$ cat src/rtl/lsu_pkg.sv
// Shared definitions for the MEM-stage load/store initiator: size encodings,
// FSM state type and the byte-lane helpers used by both load and store paths.
package lsu_pkg;

    localparam logic [1:0] SZ_BYTE = 2'b00;
    localparam logic [1:0] SZ_HALF = 2'b01;
    localparam logic [1:0] SZ_WORD = 2'b10;

    typedef enum logic [0:0] {
        IDLE  = 1'b0,
        WRITE = 1'b1
    } lsu_state_e;

    // Lane offset after masking the low address bits to the access size.
    function automatic logic [1:0] align_off(input logic [1:0] addr_lo, input logic [1:0] size);
        logic [1:0] off;
        case (size)
            SZ_BYTE: off = addr_lo;
            SZ_HALF: off = {addr_lo[1], 1'b0};
            default: off = 2'b00;
        endcase
        return off;
    endfunction

    // Half needs bit 0 clear, word needs bits 1:0 clear (size 11 counts as word).
    function automatic logic is_misaligned(input logic [1:0] addr_lo, input logic [1:0] size);
        logic mis;
        case (size)
            SZ_BYTE: mis = 1'b0;
            SZ_HALF: mis = addr_lo[0];
            default: mis = |addr_lo;
        endcase
        return mis;
    endfunction

    // Pull the addressed lane(s) out of a little-endian word and extend.
    function automatic logic [31:0] lane_extract(input logic [31:0] word, input logic [1:0] off,
                                                 input logic [1:0] size, input logic is_uns);
        logic [7:0]  b;
        logic [15:0] h;
        logic [31:0] r;
        b = word[{off, 3'b000} +: 8];
        h = off[1] ? word[31:16] : word[15:0];
        case (size)
            SZ_BYTE: r = is_uns ? {24'h0, b} : {{24{b[7]}}, b};
            SZ_HALF: r = is_uns ? {16'h0, h} : {{16{h[15]}}, h};
            default: r = word;
        endcase
        return r;
    endfunction

    // Replace the addressed lane(s) of a word with right-aligned store data.
    function automatic logic [31:0] lane_merge(input logic [31:0] word, input logic [15:0] wdata,
                                               input logic [1:0] off, input logic [1:0] size);
        logic [31:0] r;
        r = word;
        case (size)
            SZ_BYTE: r[{off, 3'b000} +: 8] = wdata[7:0];
            SZ_HALF: begin
                if (off[1]) r[31:16] = wdata;
                else        r[15:0]  = wdata;
            end
            default: r = word;
        endcase
        return r;
    endfunction

endpackage

$ cat src/rtl/lsu_mem_initiator_if.sv
// Pipeline-side request signals and data-memory port of the load/store initiator.
interface lsu_mem_initiator_if #(
    parameter int ADDR_W = 32,
    parameter int DATA_W = 32
);
    logic              MemReadM;
    logic              MemWriteM;
    logic [1:0]        SizeM;
    logic              UnsignedM;
    logic [ADDR_W-1:0] ALUOutM;
    logic [DATA_W-1:0] WriteDataM;
    logic [DATA_W-1:0] LoadDataM;
    logic              StallM;
    logic              MisalignM;
    logic              DmWE;
    logic [ADDR_W-1:0] DmAddr;
    logic [DATA_W-1:0] DmWData;
    logic [DATA_W-1:0] DmRData;

    // Initiator view.
    modport master (
        input  MemReadM, MemWriteM, SizeM, UnsignedM, ALUOutM, WriteDataM, DmRData,
        output LoadDataM, StallM, MisalignM, DmWE, DmAddr, DmWData
    );

    // Pipeline plus memory view.
    modport slave (
        output MemReadM, MemWriteM, SizeM, UnsignedM, ALUOutM, WriteDataM, DmRData,
        input  LoadDataM, StallM, MisalignM, DmWE, DmAddr, DmWData
    );
endinterface

$ cat src/rtl/lsu_lane_align.sv
// Combinational lane steering shared by loads (extract + extend) and
// sub-word stores (merge into the word read from memory).
module lsu_lane_align
    import lsu_pkg::*;
(
    input  logic [31:0] rdata,
    input  logic [15:0] wdata,
    input  logic [1:0]  addr_lo,
    input  logic [1:0]  size,
    input  logic        is_unsigned,
    output logic [31:0] load_data,
    output logic [31:0] merged
);
    logic [1:0] off;

    // Mask the offset to the access size, then extract and merge from the same lane.
    always_comb begin
        off       = align_off(addr_lo, size);
        load_data = lane_extract(rdata, off, size, is_unsigned);
        merged    = lane_merge(rdata, wdata, off, size);
    end
endmodule

$ cat src/rtl/lsu_mem_initiator.sv
// MEM-stage load/store initiator for a word-addressed single-port data memory.
// Word stores and loads finish in one cycle; byte/half stores run as a
// read-modify-write with one stall cycle.
// Optional: define LSU_MISALIGN_TRAP_EN to suppress misaligned accesses and
// flag them on MisalignM; otherwise low address bits are masked to the size.
//
// state | meaning
// ------+---------------------------------------------------------------
// IDLE  | accept requests; word store/load complete here, sub-word store
//       | reads the word, merges it and stalls the pipeline
// WRITE | write the merged word to the latched word index
module lsu_mem_initiator
    import lsu_pkg::*;
#(
    parameter int ADDR_W = 32,
    parameter int DATA_W = 32
) (
    input  logic               CLK,
    input  logic               rst,
    lsu_mem_initiator_if.master bus
);
    lsu_state_e        state_q, state_d;
    logic [ADDR_W-1:0] addr_q, addr_d;
    logic [DATA_W-1:0] merged_q, merged_d;

    logic [ADDR_W-1:0] word_idx;
    logic [DATA_W-1:0] load_ext;
    logic [DATA_W-1:0] merged_word;
    logic              misalign_now;

    assign word_idx = {2'b00, bus.ALUOutM[ADDR_W-1:2]};

    lsu_lane_align u_align (
        .rdata       (bus.DmRData),
        .wdata       (bus.WriteDataM[15:0]),
        .addr_lo     (bus.ALUOutM[1:0]),
        .size        (bus.SizeM),
        .is_unsigned (bus.UnsignedM),
        .load_data   (load_ext),
        .merged      (merged_word)
    );

`ifdef LSU_MISALIGN_TRAP_EN
    logic sticky_q, sticky_d;

    assign misalign_now = (state_q == IDLE) && (bus.MemReadM || bus.MemWriteM)
                          && is_misaligned(bus.ALUOutM[1:0], bus.SizeM);
    assign sticky_d     = sticky_q | misalign_now;
    assign bus.MisalignM = misalign_now;

    // Sticky record of any suppressed access, cleared only by reset.
    always_ff @(posedge CLK or posedge rst) begin
        if (rst) sticky_q <= 1'b0;
        else     sticky_q <= sticky_d;
    end
`else
    assign misalign_now  = 1'b0;
    assign bus.MisalignM = 1'b0;
`endif

    // Next-state and memory/pipeline outputs; the store path wins over a load.
    always_comb begin
        state_d       = state_q;
        addr_d        = addr_q;
        merged_d      = merged_q;
        bus.DmWE      = 1'b0;
        bus.DmAddr    = word_idx;
        bus.DmWData   = '0;
        bus.StallM    = 1'b0;
        bus.LoadDataM = '0;
        case (state_q)
            IDLE: begin
                if (misalign_now) begin
                    // access suppressed, nothing else to do
                end else if (bus.MemWriteM) begin
                    if (bus.SizeM == SZ_BYTE || bus.SizeM == SZ_HALF) begin
                        bus.StallM = 1'b1;
                        merged_d   = merged_word;
                        addr_d     = word_idx;
                        state_d    = WRITE;
                    end else begin
                        bus.DmWE    = 1'b1;
                        bus.DmWData = bus.WriteDataM;
                    end
                end else if (bus.MemReadM) begin
                    bus.LoadDataM = load_ext;
                end
            end
            WRITE: begin
                bus.DmWE    = 1'b1;
                bus.DmAddr  = addr_q;
                bus.DmWData = merged_q;
                state_d     = IDLE;
            end
            default: state_d = IDLE;
        endcase
    end

    // FSM state and the latched read-modify-write word/index.
    always_ff @(posedge CLK or posedge rst) begin
        if (rst) begin
            state_q  <= IDLE;
            addr_q   <= '0;
            merged_q <= '0;
        end else begin
            state_q  <= state_d;
            addr_q   <= addr_d;
            merged_q <= merged_d;
        end
    end
endmodule

$ cat src/flat_wrapper.sv
// flat-port wrapper written by rule: the top's interface ports become plain ports
module lsu_mem_initiator_flat import lsu_pkg::*;
#(
    parameter int ADDR_W = 32,
    parameter int DATA_W = 32
)
  (CLK, rst, bus_MemReadM, bus_MemWriteM, bus_SizeM, bus_UnsignedM, bus_ALUOutM, bus_WriteDataM, bus_DmRData, bus_LoadDataM, bus_StallM, bus_MisalignM, bus_DmWE, bus_DmAddr, bus_DmWData);
  lsu_mem_initiator_if #(.ADDR_W(ADDR_W), .DATA_W(DATA_W)) bus_i ();
  input  logic CLK;
  input  logic rst;
  input wire logic [$bits(bus_i.MemReadM)-1:0] bus_MemReadM;
  input wire logic [$bits(bus_i.MemWriteM)-1:0] bus_MemWriteM;
  input wire logic [$bits(bus_i.SizeM)-1:0] bus_SizeM;
  input wire logic [$bits(bus_i.UnsignedM)-1:0] bus_UnsignedM;
  input wire logic [$bits(bus_i.ALUOutM)-1:0] bus_ALUOutM;
  input wire logic [$bits(bus_i.WriteDataM)-1:0] bus_WriteDataM;
  input wire logic [$bits(bus_i.DmRData)-1:0] bus_DmRData;
  output wire logic [$bits(bus_i.LoadDataM)-1:0] bus_LoadDataM;
  output wire logic [$bits(bus_i.StallM)-1:0] bus_StallM;
  output wire logic [$bits(bus_i.MisalignM)-1:0] bus_MisalignM;
  output wire logic [$bits(bus_i.DmWE)-1:0] bus_DmWE;
  output wire logic [$bits(bus_i.DmAddr)-1:0] bus_DmAddr;
  output wire logic [$bits(bus_i.DmWData)-1:0] bus_DmWData;
  assign bus_i.MemReadM = bus_MemReadM;
  assign bus_i.MemWriteM = bus_MemWriteM;
  assign bus_i.SizeM = bus_SizeM;
  assign bus_i.UnsignedM = bus_UnsignedM;
  assign bus_i.ALUOutM = bus_ALUOutM;
  assign bus_i.WriteDataM = bus_WriteDataM;
  assign bus_i.DmRData = bus_DmRData;
  assign bus_LoadDataM = bus_i.LoadDataM;
  assign bus_StallM = bus_i.StallM;
  assign bus_MisalignM = bus_i.MisalignM;
  assign bus_DmWE = bus_i.DmWE;
  assign bus_DmAddr = bus_i.DmAddr;
  assign bus_DmWData = bus_i.DmWData;
  lsu_mem_initiator #(.ADDR_W(ADDR_W), .DATA_W(DATA_W)) u_core (.CLK(CLK), .rst(rst), .bus(bus_i));
endmodule
$ cat config.mk
export PLATFORM = sky130hd
export DESIGN_NAME = lsu_mem_initiator_flat
export DESIGN_NICKNAME = d
export VERILOG_FILES = /design/src/rtl/lsu_pkg.sv /design/src/rtl/lsu_mem_initiator_if.sv /design/src/rtl/lsu_lane_align.sv /design/src/rtl/lsu_mem_initiator.sv /design/src/flat_wrapper.sv
export SDC_FILE = /design/constraint.sdc
export NUM_CORES = 1
export LEC_CHECK = 0
export CAP_MARGIN = 20
export CORE_UTILIZATION = 47
export DETAILED_ROUTE_END_ITERATION = 8
export PLACE_DENSITY = 0.88
export SLEW_MARGIN = 20
export SYNTH_ARGS = -nofsm -noshare
export SYNTH_HDL_FRONTEND = slang
export SYNTH_SLANG_ARGS = --single-unit
$ cat constraint.sdc
create_clock -name CLK -period 4.4 [get_ports CLK]
set_input_delay 1.32 -clock CLK [delete_from_list [all_inputs] [get_ports CLK]]
set_output_delay 1.32 -clock CLK [all_outputs]
set_load 0.01 [all_outputs]
Word level (Yosys, flattened, before mapping)
Index checks and enable logic that the tools add are counted.
{"block": "op_classes", "eq_ne": 1, "bitwise": 1, "n_shift": 3, "multipliers": 0, "order_cmp": 0, "muxes": 23, "n_addsub": 1, "n_reduce_logical": 3, "n_div": 0}
{"cell": "32-bit two-way mux", "count": 7}
{"cell": "32-bit case mux with 2 select lines", "count": 3}
{"cell": "16-bit two-way mux", "count": 3}
{"cell": "32-bit bitwise mux", "count": 1}
{"cell": "8-bit by 7-bit variable shift with 32-bit output (first input constant)", "count": 1}
{"cell": "32-bit by 6-bit indexed part select with 8-bit output", "count": 1}
{"cell": "8-bit by 7-bit indexed part select with 32-bit output", "count": 1}
{"cell": "30-bit two-way mux", "count": 1}
{"cell": "5-bit negator with 7-bit output", "count": 1}
{"cell": "1-bit two-way mux", "count": 5}
{"cell": "1-bit case mux with 2 select lines", "count": 2}
{"cell": "2-bit case mux with 2 select lines", "count": 1}
{"cell": "3-bit AND reduction", "count": 1}
{"cell": "2-bit by 1-bit == test with 1-bit output (second input constant)", "count": 1}
{"cell": "2-bit zero test", "count": 1}
{"cell": "1-bit logical OR", "count": 1}
{"cell": "1-bit inverter", "count": 1}
{"block": "totals", "input_bits": 103, "output_inout_bits": 99, "regBits": 63, "wordCells": 35, "romBits": 0, "latchBits": 0, "ram_bits": 0, "memories": 0}

Longest topological paths before layout
Gate-level depths: netlist of run 1.
{"block": "depth", "ltp_word": 8, "ltp_mapped": 9}

Cells and area by module
Synthesis of run 1 repeated with hierarchy kept, for this count alone.
{"block": "unflattened", "cells_unflattened": 545, "hier_area_um2": 5452.7}
{"module": "lsu_mem_initiator", "instances": 1, "cells_each": 320, "area_per_inst_um2": 3776.1}
{"module": "lsu_lane_align", "instances": 1, "cells_each": 225, "area_per_inst_um2": 1676.6}

Worst setup path before layout of run 1
No wires, ideal clock.
{"block": "synth_path", "path_kind": "input to output", "start": "in bus_SizeM[0]", "end": "out bus_LoadDataM[10]", "path_stages": 5, "required_ns": 3.080, "n_path_buf": 1, "arrival_ns": 2.470, "slack_ns": 0.610, "cell_sequence": "buf_2 nor2_1 a21boi_1 nand3b_2 a31oi_1"}
{"block": "synth_between", "elab_chain_len": 8, "elab_cells_between_ends": 11, "cone_classes": "eq/ne (1); shift (1); mux (8); reduce/logical (1)"}
{"element": "start, declared", "line_no": "flat_wrapper.sv:13", "text": "input wire logic [$bits(bus_i.SizeM)-1:0] bus_SizeM;"}
{"element": "2-bit by 1-bit == test with 1-bit output / 2-bit zero test (equally long branches)", "line_no": "lsu_pkg.sv:17, lsu_pkg.sv:44"}
{"element": "2-bit case mux with 2 select lines", "line_no": "lsu_pkg.sv:17", "text": "case (size)"}
{"element": "32-bit by 6-bit indexed part select with 8-bit output / 16-bit two-way mux (equally long branches)", "line_no": "lsu_pkg.sv:42, lsu_pkg.sv:43"}
{"element": "32-bit two-way mux, on equally long branches", "line_no": "lsu_pkg.sv:45, lsu_pkg.sv:46"}
{"element": "32-bit case mux with 2 select lines (*)", "line_no": "lsu_pkg.sv:44", "text": "case (size)"}
{"element": "32-bit two-way mux (*)", "line_no": "lsu_mem_initiator.sv:85", "text": "end else if (bus.MemReadM) begin"}
{"element": "32-bit two-way mux (*)", "line_no": "lsu_mem_initiator.sv:75", "text": "end else if (bus.MemWriteM) begin"}
{"element": "32-bit two-way mux (*)", "line_no": "lsu_mem_initiator.sv:71", "text": "case (state_q)"}
{"element": "end, declared", "line_no": "flat_wrapper.sv:18", "text": "output wire logic [$bits(bus_i.LoadDataM)-1:0] bus_LoadDataM;"}
Mark *: on every way between the ends. The rest lies on a longest branch, timed or not.

Worst setup path in the final report of run 1
{"block": "layout_path", "start": "in bus_MemReadM", "end": "out bus_LoadDataM[2]"}
{"block": "layout_between", "elab_chain_len": 3}
{"element": "start, declared", "line_no": "flat_wrapper.sv:11", "text": "input wire logic [$bits(bus_i.MemReadM)-1:0] bus_MemReadM;"}
{"element": "32-bit two-way mux", "line_no": "lsu_mem_initiator.sv:85"}
{"element": "32-bit two-way mux", "line_no": "lsu_mem_initiator.sv:75"}
{"element": "32-bit two-way mux", "line_no": "lsu_mem_initiator.sv:71"}
Every way passes these cells.

==> flow_summary.toml, run 1 <==
[status]
status = "finished clean"

[synth]
synth_area_um2 = 4872
synth_seq_cells = 63
synthTopCellsByArea = "dfrtp_1 32%, nand2_1 11%, mux2_2 9.0%"
synth_top_area_share = 0.3236
synth_common_cells = "140 x nand2_1, 63 x dfrtp_1, 40 x mux2i_1, 39 x mux2_2, 35 x a22o_1"
synth_edf_count = 0
synth_ff_type = "dfrtp_1"
async_flop_share = 1.000
ys_seq_area_frac = 0.3236
synth.most_common_cell = "nand2_1"
yosysUniqueCellTypes = 41
avgSynthCellArea_um2 = 8.654
synth_largest_area_cell = "dfrtp_1"
syn-instance-count = 563
ys_warn_count = 0

[global_routing]
grt_max_degree = 74
gr-total-overflow = 0
antenna_found_initial = 0
grtUsageTotal = 0.3218
first_global_vias = 5314
grt_pass1_wl_um = 27580

[min_path]
hold_path_class = "reg2reg"
worstHoldPathCells = 2
holdPathEnd = "u_core.addr_q[19]$_DFFE_PP0P_"
hp-start = "u_core.addr_q[19]$_DFFE_PP0P_"

[routing]
vias = 5545
drc = 0
totalWireLength_um = 17740
dr.pass1.iters = 5
drt_iter0_markers = 451
met1_length_um = 7033
route.met3.wl_um = 1639
wl_met2_um = 8413
via_per_inst = 6.001
drt-wirelength-per-cell_um = 19.20
highest-signal-layer = "met4"
ant_nets = 0

[sta]
max_freq_ghz = 0.2305
setup_violations = 0
whs_ns = 0.4722
tightest_slew_ns = 0.9164
max_slew_margin = 0.3884
skew_ns = 0.006008
rsz0062_at_grt = "false"
fin_crit_sh = 0.9858
setup_ws_ns = 0.06238
finalMaxSlewViolations = 0
tns_ns = 0
final-hold-violation-count = 0
min_period_ns = 4.338

[floorplanning]
die_height_um = 103.8
dieArea_um2 = 10780
fp.dieW_um = 103.8
start_util = 0.4917
num_rows = 36
ioPinCount = 202
core_area_um2 = 9910

[placement]
portBuffers = 198
place_congestion = 0.9841
dp_hpwl_um = 13280
preCtsSetupSlack_ns = -0.2194

[cts]
clock_sinks = 63
cts_max_level = 3
clk_path_buf_depth = 2
ctsRootBufferMaster = "clkbuf_8"
clock_latency_ns = 0.34
clk_pin_slew_ns = 0.07
cts_tree = "yes"
cts_buffers = 9

[setup_path]
crit_required_ns = 3.08
crit_family = "buffers and inverters"
end_kind = "output port"
cp_cell_sequence = "clkdlybuf4s50_1, nor3b_2, buf_4, buf_4, and2_1, clkdlybuf4s50_1"
cp.arrival_ns = 3.02
worst-setup-path-type = "in2out"
cp_max_fo = 8
slowest_stage = "clkdlybuf4s50_1"
reg2reg_slack_ns = 2.31
cp-start-kind = "input pin"
reg2reg_to = "u_core.merged_q[21]$_DFFE_PP0P_"
critical_path_buf_inv_count = 4
timing.rr.start = "u_core.state_q$_DFF_PP0_"
cp_slowest_stage_delay_ns = 0.56
r2r_cells = 6

[layout]
drive_gt1_frac = 0.1745
layout.nets = 891
final_util = 0.7511
antennaDiodeCount = 0
synthToLayoutAreaGrowth_pct = 52.77

[power_and_ir_drop]
ir_worst_vdd_v = 0.0001947
powerDensity_nw_per_um2 = 251.4
finalPower_mw = 1.871
p_leak_nw = 3.410

[run]
cap_violations = 0
[sequential cells by signal, summed over array words and instances, names as in the netlist]
signal,cells
u_core.addr_q,30
u_core.state_q,1
u_core.merged_q,32
[through the flow]
step           instances  area [µm²]
2_1_floorplan        565        4880
3_3_place_gp         906        7253
3_5_place_dp         906        7253
4_1_cts              924        7437
5_1_grt              924        7443
6_report             924        7443
[cell families after synthesis]
family,count (synthesis),share of synthesized area
multiplexers,79,0.1723
other,1,0.0007697
AO/OA/AOI/OAI,154,0.2424
flip-flops,63,0.3236
adder cells (fa/ha/maj),2,0.005135
AND/OR/NAND/NOR,203,0.1957
buffers and inverters,61,0.06009
[where the power goes]
| part | internal [mW] | leakage, nW | switching, mW |
|---|---|---|---|
| Combinational | 0.372 | 2.54 | 0.321 |
| Clock | 0.205 | 0.0833 | 0.242 |
| Sequential | 0.671 | 0.788 | 0.0614 |
| Total | 1.25 | 3.41 | 0.624 |
[worst reg2reg max path: stages (launching register included)]
cell and delay [ns]:
dfrtp_2 0.57, nor2b_4 0.18, buf_4 0.14, nand2_2 0.08, buf_4 0.35, a2111oi_1 0.57
a21o_1 0.14
[timing repair]
item / 4_1_cts / 5_1_grt
hold buffers: 0 / 0
setup endpoints to repair: 64 / 6
gates resized for setup: 36 / 2
pin swaps: 1 / 0
buffers inserted: 2 / 0
[final cells by class]
class                           instances  area (µm²)
Multi-Input combinational cell        441        3037
Timing Repair Buffer                  264        2469
Fill cell                             724        2466
Sequential cell                        63        1578
Tap cell                              133       166.4
Clock buffer                           11       131.4
Clock inverter                          5       35.03
Inverter                                7       27.53
[worst max path at each step]
stage / start / end / slack [ns] / depth (start not counted)
finish: bus_MemReadM / bus_LoadDataM[2] / 0.06 / 6
detailed placement: bus_SizeM[1] / bus_LoadDataM[22] / -0.22 / 6
global placement: bus_MemWriteM / bus_DmWData[15] / -0.21 / 6
CTS: bus_SizeM[1] / bus_LoadDataM[2] / 0.08 / 7
floorplan: bus_SizeM[0] / bus_LoadDataM[10] / 0.61 / 5
global route: bus_MemReadM / bus_LoadDataM[2] / 0.02 / 6
[cells in the final DEF (no fill, tap or decap), types with 5 or more instances in the layout]
| cell type | count |
|---|---|
| nand3_1 | 9 |
| mux2i_1 | 40 |
| o21ai_1 | 19 |
| a31oi_1 | 21 |
| clkbuf_8 | 9 |
| nand2b_1 | 7 |
| and2_1 | 16 |
| buf_4 | 63 |
| mux2_2 | 39 |
| dlygate4sd2_1 | 29 |
| o211ai_1 | 8 |
| clkdlybuf4s50_1 | 168 |
| a221oi_1 | 8 |
| a21o_1 | 9 |
| a22o_1 | 35 |
| nand2_1 | 138 |
| a21oi_1 | 5 |
| a22oi_1 | 7 |
| a2111oi_1 | 8 |
| o221ai_1 | 20 |
| o21ai_0 | 7 |
| nor2b_1 | 16 |
| dfrtp_1 | 62 |
[routing by layer]
metal,vias up,GRT usage
met4,0,0.1122
li1,2502,-
met2,350,0.5490
met5,-,0
met1,2623,0.3986
met3,70,0.07237
No activity file was read; power rests on OpenSTA's default activity.
==> run 2: changes to the inputs <==
--- a/config.mk
+++ b/config.mk
@@ -5,10 +5,11 @@
 export SDC_FILE = /design/constraint.sdc
 export NUM_CORES = 1
 export LEC_CHECK = 0
+export ABC_AREA = 1
 export CAP_MARGIN = 20
-export CORE_UTILIZATION = 47
+export CORE_UTILIZATION = 48
 export DETAILED_ROUTE_END_ITERATION = 8
-export PLACE_DENSITY = 0.88
+export PLACE_DENSITY = 0.89
 export SLEW_MARGIN = 20
 export SYNTH_ARGS = -nofsm -noshare
 export SYNTH_HDL_FRONTEND = slang
==> run 2 against run 1 <==
  * Synthesized cell count rose by 38%
  * Via count grew 18%
  * Combinational power rose by 5.6%
  * Wire length is 11% higher
  * Fmax down 0.91%
  * Highest routed layer unchanged
  * Setup slack got worse by 0.040 ns
==> flow_summary.toml, run 2 <==
[power_and_ir_drop]
ir_worst_vdd_v = 0.0001453
powerDensity_nw_per_um2 = 248.6
finalPower_mw = 1.932
p_leak_nw = 3.894

[global_routing]
gr-total-overflow = 0
grt_max_degree = 95
grtUsageMet1 = 0.4669
antenna_found_initial = 0
grtUsageMet2 = 0.5814
use_met3 = 0.07206
grt_pass1_wl_um = 31150
grt-busiest-layer = "met2"
grtUsageTotal = 0.3635
first_global_vias = 6140

[setup_path]
crit_family = "buffers and inverters"
critPathCapture = "bus_DmWData[7]"
critical_path_buf_inv_count = 4
timing.rr.start = "u_core.state_q$_DFF_PP0_"
cp_max_fo = 4
end_kind = "output port"
crit_top_cell = "clkdlybuf4s50_1"
cp_slowest_stage_delay_ns = 0.59
cp_cell_sequence = "clkdlybuf4s50_1, inv_1, nor2_2, nand2_1, buf_4, o22ai_1, clkdlybuf4s50_1"
r2r_cells = 6
crit_required_ns = 3.08
cp.arrival_ns = 3.06
cp_num_cells = 7
reg2reg_slack_ns = 2.17
worst-setup-path-type = "in2out"
slowest_stage = "clkdlybuf4s50_1"
cp-start-kind = "input pin"
reg2reg_to = "u_core.merged_q[22]$_DFFE_PP0P_"
startpoint = "bus_MemWriteM"

[floorplanning]
dieArea_um2 = 10870
num_rows = 36
fp.dieW_um = 104.3
start_util = 0.5041
ioPinCount = 202
core_area_um2 = 9955
die_height_um = 104.3

[sta]
finalMaxSlewViolations = 0
setup_violations = 0
skew_ns = 0.01395
fin_crit_sh = 0.9948
final-hold-violation-count = 0
max_slew_margin = 0.3725
max_freq_ghz = 0.2285
setup_ws_ns = 0.02268
min_period_ns = 4.377
tightest_slew_ns = 0.9400

[cts]
clk_pin_slew_ns = 0.08
ctsRootBufferMaster = "clkbuf_8"
cts_tree = "yes"
clk_path_buf_depth = 2
cts_buffers = 9
holdBufCountCts = 0
cts_max_level = 3
clock_sinks = 63
clock_latency_ns = 0.36

[synth]
syn-instance-count = 778
synth_top_area_share = 0.3141
synth_edf_count = 0
ys_warn_count = 0
synthTopCellsByArea = "dfrtp_1 31%, o21ai_0 12%, nand2_1 10%"
synth_largest_area_cell = "dfrtp_1"
synth_seq_cells = 63
synth.most_common_cell = "nand2_1"
synth_ff_type = "dfrtp_1"
async_flop_share = 1.000
yosysUniqueCellTypes = 33
synth_common_cells = "140 x nand2_1, 123 x o21ai_0, 120 x inv_1, 63 x dfrtp_1, 62 x a21oi_1"
ys_seq_area_frac = 0.3141
synth_area_um2 = 5019
avgSynthCellArea_um2 = 6.451

[routing]
drt_iter0_markers = 894
via_per_inst = 5.702
totalWireLength_um = 19760
vias = 6563
dr.pass1.iters = 6
drc = 0
drt-wirelength-per-cell_um = 17.17
ant_nets = 0

[status]
status = "finished clean"

[layout]
layout.nets = 1118
final_cell_mix = "158 x clkdlybuf4s50_1, 137 x nand2_1, 122 x o21ai_0"
largest_registers = "u_core.merged_q: 32 flops, u_core.addr_q: 30 flops, u_core.state_q: 1 flops"
layout_commonest_cell = "clkdlybuf4s50_1"
fin_area_um2 = 7771
regMostFlops = "u_core.merged_q"
synthToLayoutAreaGrowth_pct = 54.85
drive_gt1_frac = 0.1385
largest_register_ffs = 32
layout.cells.non_filler = 1151
antennaDiodeCount = 0

[placement]
dp_hpwl_um = 14720
place_inst = 1129
place_area_um2 = 7488
preCtsSetupSlack_ns = -0.2548
place_congestion = 1.008
portBuffers = 198

[min_path]
hold_path_class = "reg2reg"

[run]
cap_violations = 0
-- run 2: cell types whose count changed after synthesis, sizes merged, moves of 21 or more --
cell / before / now
mux2: 39 / 0
nand3: 9 / 40
o22ai: 0 / 21
o21ai: 27 / 124
nor2: 4 / 58
mux2i: 40 / 0
inv: 7 / 125
a22o: 35 / 0
a21oi: 6 / 62
-- run 2: logic make-up after synthesis --
family	after synthesis	synth area share
other	1	0.0007472
DFF	63	0.3141
buffers and inverters	186	0.1491
adders and majority gates	2	0.004985
AOI/OAI and AO/OA	274	0.3121
and+or+nand+nor	252	0.2189
-- run 2: how the worst min path moves through the flow --
stage / startpoint / endpoint / slack, ns / depth (start not counted)
after global routing: u_core.merged_q[26]$_DFFE_PP0P_ / u_core.merged_q[26]$_DFFE_PP0P_ / 0.52 / 1
after CTS: u_core.addr_q[6]$_DFFE_PP0P_ / u_core.addr_q[6]$_DFFE_PP0P_ / 0.49 / 2
after floorplan: u_core.addr_q[0]$_DFFE_PP0P_ / u_core.addr_q[0]$_DFFE_PP0P_ / 0.45 / 2
final: u_core.addr_q[12]$_DFFE_PP0P_ / u_core.addr_q[12]$_DFFE_PP0P_ / 0.49 / 2
after global placement: u_core.addr_q[0]$_DFFE_PP0P_ / u_core.addr_q[0]$_DFFE_PP0P_ / 0.47 / 2
after detailed placement: u_core.addr_q[6]$_DFFE_PP0P_ / u_core.addr_q[6]$_DFFE_PP0P_ / 0.48 / 2
-- run 2: power by group --
group	internal, mW	leakage (nW)	switching (mW)	total, mW
Sequential	0.671	0.751	0.0439	0.715
Clock	0.240	0.100	0.247	0.487
Combinational	0.350	3.04	0.380	0.731
Total	1.26	3.89	0.671	1.93
-- run 2: through the flow --
| stage | TNS [ns] | hold WS, ns | utilization |
|---|---|---|---|
| after floorplan | 0 | 0.4529 | - |
| after global placement | -6.789 | 0.4654 | 0.7523 |
| after detailed placement | -7.688 | 0.4759 | 0.7523 |
| after CTS | 0 | 0.4944 | 0.7761 |
| after global routing | -0.02323 | 0.5207 | 0.7807 |
| final | 0 | 0.4896 | 0.7807 |
-- run 2: routing by layer --
layer | share of wire | routed length [µm]
met2 | 0.45 | 8935
met4 | 0.045 | 885
met3 | 0.11 | 2249
met1 | 0.39 | 7686
met5 | 0 | 0
-- run 2: tightest hold or removal path, delay by kind of cell, from the launching register on --
| kind | cells | cell delay [ns] |
|---|---|---|
| DFF | 1 | 0.35 |
| AOI/OAI and AO/OA | 1 | 0.06 |
| and+or+nand+nor | 1 | 0.05 |
-- run 2: area by class of cell --
| type | count | area [µm²] |
|---|---|---|
| Multi-Input combinational cell | 532 | 2760 |
| Inverter | 126 | 473.0 |
| Timing Repair Buffer | 281 | 2603 |
| Fill cell | 782 | 2183 |
| Sequential cell | 63 | 1578 |
| Tap cell | 133 | 166.4 |
| Clock buffer | 11 | 151.4 |
| Clock inverter | 5 | 40.04 |
-- run 2: timing repair --
action                     4_1_cts  5_1_grt
pin swaps                        5        2
resized for setup               39       15
setup endpoints to repair       58       21
buffers inserted                 4        1
gates cloned                     1        0
==> run 3: changes to the inputs <==
--- a/config.mk
+++ b/config.mk
@@ -7,9 +7,12 @@
 export LEC_CHECK = 0
 export ABC_AREA = 1
 export CAP_MARGIN = 20
-export CORE_UTILIZATION = 48
+export CELL_PAD_IN_SITES_DETAIL_PLACEMENT = 1
+export CELL_PAD_IN_SITES_GLOBAL_PLACEMENT = 1
+export CORE_UTILIZATION = 32
 export DETAILED_ROUTE_END_ITERATION = 8
-export PLACE_DENSITY = 0.89
+export MAX_ROUTING_LAYER = met4
+export PLACE_DENSITY = 0.88
 export SLEW_MARGIN = 20
 export SYNTH_ARGS = -nofsm -noshare
 export SYNTH_HDL_FRONTEND = slang
==> run 3 against run 2 <==
  * Wire length grew 16%
  * Flip-flop and latch count stayed put
  * Sequential share of layout area decreased by 0.33 points
  * Critical path type unchanged
==> flow_summary.toml, run 3 (synthesis results as in run 2) <==
[status]
status = "finished clean"

[layout]
fin_area_um2 = 7899
synthToLayoutAreaGrowth_pct = 57.39
layout_commonest_cell = "clkdlybuf4s50_1"
layout.nets = 1107
regMostFlops = "u_core.merged_q"
final_util = 0.5177
largest_registers = "u_core.merged_q: 32 flops, u_core.addr_q: 30 flops, u_core.state_q: 1 flops"
final_cell_mix = "151 x clkdlybuf4s50_1, 138 x nand2_1, 123 x o21ai_0"
antennaDiodeCount = 0
layout.cells.non_filler = 1218
largest_register_ffs = 32
drive_gt1_frac = 0.1241

[setup_path]
timing.rr.start = "u_core.state_q$_DFF_PP0_"
critical_path_buf_inv_count = 4
reg2reg_to = "u_core.merged_q[9]$_DFFE_PP0P_"
worst-setup-path-type = "in2out"
r2r_cells = 7
cp_cell_sequence = "clkdlybuf4s50_1, inv_1, nor2_4, nand2_1, buf_4, o21ai_0, clkdlybuf4s50_1"
cp_slowest_stage_delay_ns = 0.59
end_kind = "output port"
startpoint = "bus_MemWriteM"
critPathCapture = "bus_DmWData[2]"
crit_top_cell = "clkdlybuf4s50_1"
crit_required_ns = 3.08
cp_max_fo = 5
cp_num_cells = 7
cp-start-kind = "input pin"
cp.arrival_ns = 3.00
reg2reg_slack_ns = 2.13
slowest_stage = "clkdlybuf4s50_1"
crit_family = "buffers and inverters"

[cts]
ctsRootBufferMaster = "clkbuf_16"
clk_pin_slew_ns = 0.06
clk_path_buf_depth = 2
cts_tree = "yes"
clock_sinks = 63
clock_latency_ns = 0.34
holdBufCountCts = 0
cts_max_level = 3
cts_buffers = 9

[power_and_ir_drop]
ir_worst_vdd_v = 0.0001441
powerDensity_nw_per_um2 = 276.2
finalPower_mw = 2.182
p_leak_nw = 3.986

[sta]
setup_ws_ns = 0.07906
final-hold-violation-count = 0
tns_ns = 0
max_freq_ghz = 0.2314
setup_violations = 0
finalMaxSlewViolations = 0
whs_ns = 0.4828
max_slew_margin = 0.3981
skew_ns = 0.009440
min_period_ns = 4.321
tightest_slew_ns = 0.9029
fin_crit_sh = 0.9820

[global_routing]
grtUsageTotal = 0.2941
antenna_found_initial = 0
grt_max_degree = 95
grt_pass1_wl_um = 35790
first_global_vias = 6744
gr-total-overflow = 0

[placement]
place_inst = 1201
portBuffers = 198
place_congestion = 0.9744
place_area_um2 = 7553
preCtsSetupSlack_ns = -0.2985
dp_hpwl_um = 16980

[floorplanning]
core_area_um2 = 15260
ioPinCount = 202
die_height_um = 127.2
start_util = 0.3289
num_rows = 45
dieArea_um2 = 16190
fp.dieW_um = 127.2

[routing]
drt_iter0_markers = 482
drc = 0
vias = 6478
dr.pass1.iters = 5
totalWireLength_um = 22850
ant_nets = 0
drt-wirelength-per-cell_um = 18.76
via_per_inst = 5.319

[min_path]
hold_path_class = "reg2reg"

[run]
cap_violations = 0
==> run 3: cell types whose count changed in the layout (fill, tap and decap cells not counted), moves of 2 or more <==
| cell | before | now |
|---|---|---|
| buf_4 | 82 | 69 |
| clkinvlp_4 | 0 | 2 |
| dlygate4sd2_1 | 28 | 31 |
| dlymetal6s2s_1 | 11 | 16 |
| buf_12 | 0 | 2 |
| clkdlybuf4s50_1 | 158 | 151 |
| clkbuf_16 | 0 | 9 |
| clkbuf_8 | 11 | 0 |
==> run 3: layer usage <==
layer / vias up / track usage / part of all wire
li1: 3021 / - / -
met1: 3080 / 0.3631 / 0.42
met2: 318 / 0.4686 / 0.47
met3: 59 / 0.05067 / 0.071
met4: 0 / 0.1394 / 0.037
met5: - / - / 0
==> run 3: final cells by class <==
class | count | area, µm²
Fill cell | 1988 | 7360
Multi-Input combinational cell | 531 | 2723
Clock inverter | 7 | 72.57
Tap cell | 211 | 264.0
Clock buffer | 9 | 225.2
Inverter | 126 | 473.0
Timing Repair Buffer | 271 | 2564
Sequential cell | 63 | 1578
==> run 3: worst reg2reg max path, stage by stage (launching register included) <==
cell and delay, ns:
dfrtp_2 0.72, nor2_4 0.10, buf_6 0.17, nand2_2 0.09, buf_4 0.68, nand2_1 0.22, inv_1 0.12, a31oi_1 0.05
==> run 3: worst min-delay path by stage <==
stage	start	endpoint	slack, ns	depth (start not counted)
after floorplan	u_core.addr_q[0]$_DFFE_PP0P_	u_core.addr_q[0]$_DFFE_PP0P_	0.45	2
after global placement	u_core.addr_q[2]$_DFFE_PP0P_	u_core.addr_q[2]$_DFFE_PP0P_	0.47	2
after detailed placement	u_core.addr_q[3]$_DFFE_PP0P_	u_core.addr_q[3]$_DFFE_PP0P_	0.47	2
after CTS	u_core.addr_q[3]$_DFFE_PP0P_	u_core.addr_q[3]$_DFFE_PP0P_	0.49	2
after global routing	u_core.addr_q[20]$_DFFE_PP0P_	u_core.addr_q[20]$_DFFE_PP0P_	0.50	2
final	u_core.addr_q[3]$_DFFE_PP0P_	u_core.addr_q[3]$_DFFE_PP0P_	0.48	2
==> run 3: where the power goes <==
part	switching [mW]	internal [mW]	total [mW]	leakage (nW)
combinational	0.392	0.345	0.737	3.09
sequential	0.0464	0.672	0.719	0.751
clock	0.287	0.439	0.726	0.142
==> run 3: repair_timing <==
action | CTS | global route
endpoints found under the setup margin | 58 | 28
buffers inserted | 1 | 0
gates resized for setup | 36 | 20
pin swaps | 1 | 1
